`src/rtl/regfile_dump.sv`:
```
// rtl/regfile_dump.sv - register-file debug dump engine over a valid/ready stream; optional checksum beat via REGDUMP_CHECKSUM_EN
module regfile_dump #(
  parameter int NUM_REGS = 32,
  parameter int ADDR_W   = 5,
  parameter int DATA_W   = 32
) (
  input  logic              clk,
  input  logic              rst_n,
  input  logic              start,
  input  logic              abort,
  output logic              busy,
  output logic [ADDR_W-1:0] Dump_reg,
  input  logic [DATA_W-1:0] Dump_data,
  output logic              out_valid,
  input  logic              out_ready,
  output logic [ADDR_W-1:0] out_addr,
  output logic [DATA_W-1:0] out_data,
  output logic              out_is_sum,
  output logic              done
);

`ifdef REGDUMP_CHECKSUM_EN
  typedef enum logic [2:0] {S_IDLE, S_READ, S_SEND, S_SUM, S_DONE} state_t;
`else
  typedef enum logic [2:0] {S_IDLE, S_READ, S_SEND, S_DONE} state_t;
`endif

  localparam logic [ADDR_W-1:0] LAST_IDX = ADDR_W'(NUM_REGS - 1);

  state_t            state;
  state_t            state_nxt;
  logic [ADDR_W-1:0] index;
  logic              last_reg;
  logic              accept;

  // A beat is only taken when no abort arrives in the same cycle
  assign accept   = out_valid & out_ready & ~abort;
  assign last_reg = (index == LAST_IDX);

  // The index only moves on entry to READ, so it doubles as the read-port address
  assign Dump_reg = index;

  // State register
  always_ff @(posedge clk or negedge rst_n) begin
    if (!rst_n) state <= S_IDLE;
    else        state <= state_nxt;
  end

  // Next-state and Moore outputs; abort overrides everything outside IDLE
  always_comb begin
    state_nxt = state;
    busy      = 1'b1;
    out_valid = 1'b0;
    done      = 1'b0;
`ifdef REGDUMP_CHECKSUM_EN
    out_is_sum = 1'b0;
`endif
    case (state)
      S_IDLE: begin
        busy = 1'b0;
        if (start) state_nxt = S_READ;
      end
      S_READ: state_nxt = S_SEND;
      S_SEND: begin
        out_valid = 1'b1;
        if (out_ready) begin
`ifdef REGDUMP_CHECKSUM_EN
          state_nxt = last_reg ? S_SUM : S_READ;
`else
          state_nxt = last_reg ? S_DONE : S_READ;
`endif
        end
      end
`ifdef REGDUMP_CHECKSUM_EN
      S_SUM: begin
        out_valid  = 1'b1;
        out_is_sum = 1'b1;
        if (out_ready) state_nxt = S_DONE;
      end
`endif
      S_DONE: begin
        done      = 1'b1;
        state_nxt = S_IDLE;
      end
      default: state_nxt = S_IDLE;
    endcase
    if (abort && state != S_IDLE) state_nxt = S_IDLE;
  end

`ifdef REGDUMP_CHECKSUM_EN
  logic [DATA_W-1:0] checksum;

  // Running XOR of every register captured in READ, cleared when a dump starts
  always_ff @(posedge clk or negedge rst_n) begin
    if (!rst_n)                         checksum <= '0;
    else if (state == S_IDLE && start)  checksum <= '0;
    else if (state == S_READ)           checksum <= checksum ^ Dump_data;
  end
`else
  assign out_is_sum = 1'b0;
`endif

  // Register index walk and beat payload capture
  always_ff @(posedge clk or negedge rst_n) begin
    if (!rst_n) begin
      index    <= '0;
      out_addr <= '0;
      out_data <= '0;
    end else begin
      if (state == S_IDLE && start)
        index <= '0;
      else if (state == S_SEND && accept && !last_reg)
        index <= index + ADDR_W'(1);

      if (state == S_READ) begin
        out_data <= Dump_data;
        out_addr <= index;
      end
`ifdef REGDUMP_CHECKSUM_EN
      else if (state == S_SEND && accept && last_reg) begin
        out_data <= checksum;
        out_addr <= '0;
      end
`endif
    end
  end

endmodule

```
`config.mk`:
```
export PLATFORM = sky130hd
export DESIGN_NAME = regfile_dump
export DESIGN_NICKNAME = d
export VERILOG_FILES = /design/src/rtl/regfile_dump.sv
export SDC_FILE = /design/constraint.sdc
export NUM_CORES = 1
export LEC_CHECK = 0
export CORE_MARGIN = 2
export CORE_UTILIZATION = 40
export DETAILED_ROUTE_END_ITERATION = 10
export GPL_TIMING_DRIVEN = 0
export PLACE_DENSITY = 0.79
export SKIP_LAST_GASP = 1
export SYNTH_ARGS = -nofsm -noshare
export SYNTH_HDL_FRONTEND = slang
export SYNTH_SLANG_ARGS = --single-unit
export TNS_END_PERCENT = 50
```
`constraint.sdc`:
```
create_clock -name clk -period 2.7 [get_ports clk]
set_clock_uncertainty 0.15 [all_clocks]
set_input_delay 0.27 -clock clk [delete_from_list [all_inputs] [get_ports clk]]
set_output_delay 0.27 -clock clk [all_outputs]
set_load 0.02 [all_outputs]
```
==> results of run 1 <==
## stage by stage
step / hold WS, ns / utilization (%) / area [sq um]
3_3_place_gp: 0.338 / 61.4 / 2640
5_1_grt: 0.157 / 64.0 / 2750
4_1_cts: 0.139 / 64.0 / 2750
6_report: 0.147 / 64.0 / 2750
2_1_floorplan: -0.176 / - / 1760
3_5_place_dp: -0.0807 / 61.7 / 2650
## logic make-up after synthesis
kind of cell	Yosys count	share of synthesized area [%]
buffers and inverters	10	2.70
adder cells (fa/ha/maj)	2	1.42
multiplexers	38	24.3
flip-flops	44	62.6
other	1	0.213
AO/OA/AOI/OAI	9	3.70
AND/OR/NAND/NOR	14	5.12
## Yosys cell counts (2+ instances only)
cell type,n
dfrtp_1,44
mux2_2,37
o31ai_1,4
nand2_1,2
ha_1,2
inv_1,2
o211ai_1,3
clkbuf_1,2
buf_2,5
## final timing paths
check / end / slack (ns)
max in group asynchronous: state[1] / 1.85
min reg2reg: out_data[18] / 0.36
min: out_data[10] / 0.15
min in group clk: out_data[18] / 0.36
max reg2reg: Dump_reg[3] / 0.58
max: Dump_reg[3] / 0.58
## layer usage
layer | vias to the layer above | track usage, % | part of all wire (%)
li1 | 596 | - | -
met1 | 604 | 20.0 | 41
met2 | 58 | 29.8 | 49
met3 | 9 | 5.34 | 7.9
met4 | 0 | 8.33 | 2.6
met5 | - | 0 | 0
## power groups by stage
stage,registers [W],logic [W],clock network (W)
floorplan,0.00113,0.000226,0
global placement,0.000918,0.000884,0
detailed placement,0.000933,0.000901,0
CTS,0.000919,0.000904,0.000424
global route,0.000940,0.000942,0.000456
finish,0.000918,0.000893,0.000407
## placed cells by master, fill, tap and decap left out
cell type | netlist | routed
a21boi_1 | 1 | 1
a21oi_1 | 1 | 1
and2_1 | 1 | 1
and2b_1 | 1 | 1
and3_1 | 1 | 1
buf_12 | 0 | 1
buf_2 | 5 | 6
buf_4 | 1 | 1
clkbuf_1 | 2 | 4
clkbuf_8 | 0 | 6
clkdlybuf4s50_1 | 0 | 80
conb_1 | 1 | 1
dfrtp_1 | 44 | 44
dlygate4sd3_1 | 0 | 1
ha_1 | 2 | 2
inv_1 | 2 | 2
mux2_2 | 37 | 37
mux2i_1 | 1 | 1
nand2_1 | 2 | 2
nand2b_1 | 1 | 1
nand3_1 | 1 | 1
nand4bb_1 | 1 | 1
nor2_1 | 1 | 1
nor2b_1 | 1 | 1
nor3b_1 | 1 | 1
o211ai_1 | 3 | 3
o31ai_1 | 4 | 4
or2_2 | 1 | 1
or3b_2 | 1 | 1
or4_1 | 1 | 1
## critical path, cell delays in order (launching register included)
cell and delay, ns:
dfrtp_1 0.44, ha_1 0.23, and3_1 0.18, ha_1 0.17, clkbuf_1 0.20, or4_1 0.53, a21boi_1 0.15
## layout make-up
type,instances,area (sq um)
Sequential cell,44,1100
Buffer,8,40.0
Fill cell,342,1540
Multi-Input combinational cell,64,611
Inverter,2,7.51
Timing Repair Buffer,83,836
Clock buffer,8,90.1
Tap cell,52,65.1
==> qor.txt, run 1 <==
Critical path origin = Dump_reg[0]
Core area = 4290 sq um
N_diodes = 0
Leak = 1.17 nW
Detailed-route DRC error count = 0
DR iter-0 viols = 40
Worst vdd ir = 0.000365 V
Startpoint type of the worst setup path = flip-flop
Pre-CTS setup slack = 0.583 ns
Initial antenna violation count = 0
Fmax = 0.472 GHz
First-pass GRT wire length = 6.74 mm
Final setup fails = 0
Die Footprint = 4940 sq um
Average routed wire per standard cell = 15.1 um
Yosys Warn Count = 0
Setup Crit Path Kind = flip-flop to flip-flop
Combinational fraction of design power = 40.3%
First drt pass iteration count = 3
CTS tree = done
Outcome = finished clean
IO Port Bufs = 81
Int Pwr = 0.00153 W
Setup bufs post-CTS = 0
H-tree depth = 2
Synth unique cells = 26
Die Ht = 70.3 um
Inserted Clock Buffers = 5
Post-CTS sizing = 0
Total wire length = 3.93 mm
Worst setup EP type = flip-flop
Final period utilization = 78.5%
Sw Pwr = 0.000687 W
Starting Density = 41.0%
Syn Area/Cell = 14.9 sq um
Total power = 0.00222 W
Max-Cap Viols = 0
Vias in the first global route = 1410
P&R area growth vs syn = 56.3%
Synth Register Bits = 44
Antenna Nets Post-Route = 0
Clk root buf = clkbuf_8
Top cells by area, synth = dfrtp_1 63%, mux2_2 24%, o31ai_1 1.7%
Max Slew Vio Count = 0
Number of enable flip-flop cells after synthesis = 0
Longest Clk Path Bufs = 2
# hold bufs at CTS = 1
Setup repair after global routing missed its margin = no
Crit-path max FO = 10
Reg clk slew, reported paths = 0.08 ns
Switching Share = 31.0%
Sequential Power Share = 41.4%
Mapped Area = 1760 sq um
Die width = 70.3 um
Hold WC Path Type = input pin to asynchronous set/reset pin
Num rows = 24
Final worst setup slack = 0.582 ns
Post-synth top area share = 62.6%
Post-Synthesis Cells = 118
Clk network pwr share = 18.3%
Sink Count = 44
HPWL Detailed = 2.98 mm
Top_reg_cell synth = dfrtp_1
Clk_lat worst skew = 0.28 ns
Final hold vios = 0
Ports = 83
R2R cell count = 6
WP data required = 2.76 ns
Synth area leader = dfrtp_1
Final net count = 247
Crit path time final = 2.12 ns
Gr usage total = 17.5%
Inst Count DP = 252
Finished Layout Cells = 261
Pin count of the biggest net entering global routing = 44
GRT overflow = 0
Setup Total Neg Slack = 0 ns
Vias/cell = 4.85
Fraction of layout cells with a size suffix above 1 = 25.4%
Max FFs per register = 32
RD Place Congestion = 0.726
Sequential share of the synthesized area = 62.6%
Mapped Nets = 157
Pwr dens = 806 nW/um^2
Arrival @ worst endpoint = 2.18 ns
Routed vias = 1267
Post-synth ARST share = 100%
R2r startpoint = Dump_reg[0]
Note: power is estimated with default switching activity, not from simulation.
==> inputs of run 2 (changes only) <==
Clock period 2.7 ns to 2.1 ns, I/O delays scaled along.
==> run 2 against run 1 <==
First-iteration DRC count decreased by 15%. Via count is 0.24% lower. Die area unchanged. Count of clock-buffer cells in the layout stayed put. Final area about the same. Sequential share of layout area about the same. Hold slack lost 0.060 ns. Fmax grew 8.5%. Routed wire length decreased by 0.41%. Clock power grew 29%. Core utilization is essentially flat. Highest routed layer unchanged.
==> qor.txt, run 2 (synthesis results as in run 1) <==
Arrival @ worst endpoint = 2.02 ns (-0.16 ns)
Sink Count = 44 (unchanged)
Combinational fraction of design power = 40.3% (about the same)
Crit-path max FO = 10 (unchanged)
Crit path time final = 1.95 ns (-0.165 ns)
Worst setup EP type = flip-flop
Final setup fails = 0 (unchanged)
Final net count = 246 (-0.40%)
Gr usage total = 17.5% (+0.031 points)
Hold WS = 0.0873 ns (-0.0600 ns)
Detailed-route DRC error count = 0 (unchanged)
Inserted Clock Buffers = 5 (unchanged)
Pin count of the biggest net entering global routing = 44 (unchanged)
Antenna Nets Post-Route = 0 (unchanged)
First-pass GRT wire length = 6.75 mm (+0.10%)
Hold WC Path Type = input pin to asynchronous set/reset pin
Num rows = 24 (unchanged)
Fraction of layout cells with a size suffix above 1 = 26.0% (+0.60 points)
HPWL Detailed = 2.98 mm (unchanged)
Final period utilization = 93.0% (+15 points)
Commonest non-fill, non-tap cell in the layout = clkdlybuf4s50_1
Initial antenna violation count = 0 (unchanged)
IO Port Bufs = 81 (unchanged)
Most frequent cells in the layout = 80 x clkdlybuf4s50_1, 44 x dfrtp_1, 37 x mux2_2
Routed vias = 1264 (-0.24%)
Setup Total Neg Slack = 0 ns (unchanged)
Clk_lat worst skew = 0.28 ns (about the same)
Max-Cap Viols = 0 (unchanged)
P&R area growth vs syn = 56.3% (about the same)
WP data required = 2.16 ns (-0.60 ns)
Ports = 83 (unchanged)
Setup repair after global routing missed its margin = no
Worst path max stage delay = 0.51 ns (-0.02 ns)
Int Pwr = 0.00197 W (+29%)
Reg clk slew, reported paths = 0.08 ns (about the same)
Outcome = finished clean
Longest Clk Path Bufs = 2 (unchanged)
Fmax = 0.512 GHz (+8.5%)
Sw Pwr = 0.000883 W (+29%)
Setup Crit Path Kind = flip-flop to flip-flop
Average routed wire per standard cell = 15.1 um (about the same)
Setup bufs post-CTS = 0 (unchanged)
Worst vdd ir = 0.000469 V (+29%)
Startpoint type of the worst setup path = flip-flop
Die width = 70.3 um (unchanged)
Final hold vios = 0 (unchanged)
Pre-CTS setup slack = -0.0168 ns (-0.600 ns)
Clk root buf = clkbuf_8
Crit-path slowest cell = or4_1
Leak = 1.16 nW (-0.37%)
Switching Share = 31.0% (about the same)
Die Footprint = 4940 sq um (unchanged)
H-tree depth = 2 (unchanged)
DR iter-0 viols = 34 (-15%)
Clk network pwr share = 18.3% (about the same)
Vias/cell = 4.86 (+0.15%)
Starting Density = 41.0% (unchanged)
Total wire length = 3.92 mm (-0.41%)
Final worst setup slack = 0.147 ns (-0.435 ns)
Max FFs per register = 32 (unchanged)
First drt pass iteration count = 4 (+1)
GRT overflow = 0 (unchanged)
N_diodes = 0 (unchanged)
CP cell instances = ha_1, and3_1, ha_2, or4_1, a21boi_1
RD Place Congestion = 0.726 (unchanged)
CTS tree = done
Core area = 4290 sq um (unchanged)
Sequential Power Share = 41.4% (about the same)
Max Slew Vio Count = 0 (unchanged)
Die Ht = 70.3 um (unchanged)
Pwr dens = 1040 nW/um^2 (+29%)
Vias in the first global route = 1413 (+0.21%)
run 2: changes by cell type in the layout (fill, tap and decap cells not counted):
cell | before | now
clkbuf_1 | 4 | 3
ha_1 | 2 | 1
ha_2 | 0 | 1
run 2: metrics by stage:
step	cell area [sq um]	power (W)	instances	utilization (%)
after CTS	2750	0.00289	260	64.0
after global placement	2640	0.00232	251	61.4
final	2750	0.00285	260	64.0
after floorplan	1760	0.00175	118	-
after detailed placement	2650	0.00236	252	61.7
after global routing	2750	0.00301	260	64.0
run 2: what timing repair did:
item	4_1_cts	5_1_grt
endpoints found under the hold margin	44	0
hold buffers	1	0
setup endpoints to repair	1	1
resized for setup	0	1
run 2: final cells by class:
| class | count | area, sq um |
|---|---|---|
| multi-input combinational | 64 | 613 |
| sequential | 44 | 1100 |
| buffer | 7 | 36.3 |
| inverter | 2 | 7.51 |
| fill | 342 | 1550 |
| timing repair buffer | 83 | 836 |
| tap | 52 | 65.1 |
| clock buffer | 8 | 90.1 |
run 2: power groups by stage:
| stage | registers, W | logic (W) | clock network, W |
|---|---|---|---|
| 2_1_floorplan | 0.00146 | 0.000291 | 0 |
| 3_3_place_gp | 0.00118 | 0.00114 | 0 |
| 3_5_place_dp | 0.00120 | 0.00116 | 0 |
| 4_1_cts | 0.00118 | 0.00116 | 0.000545 |
| 5_1_grt | 0.00121 | 0.00121 | 0.000586 |
| 6_report | 0.00118 | 0.00115 | 0.000523 |
run 2: layer usage:
metal	global-route usage, %	part of all wire, %
met1	20.1	41
met2	29.8	49
met3	5.34	8.1
met4	8.33	2.7
met5	0	0
run 2: final timing paths:
check,to,slack (ns),cells after the start,start
setup / recovery,Dump_reg[3],0.15,5,Dump_reg[0]
hold / removal,out_data[10],0.09,2,rst_n
setup reg to reg,Dump_reg[3],0.15,5,Dump_reg[0]
hold reg to reg,out_data[18],0.36,1,out_data[18]
max in group asynchronous,state[1],1.31,3,rst_n
min in group clk,state[1],0.33,2,abort
run 2: worst max-delay path: cells and delay by family, from the launching register on:
kind                     cells  cell delay, ns
AO/OA/AOI/OAI                1            0.15
flip-flops                   1            0.44
AND/OR/NAND/NOR              2            0.69
adder cells (fa/ha/maj)      2            0.46
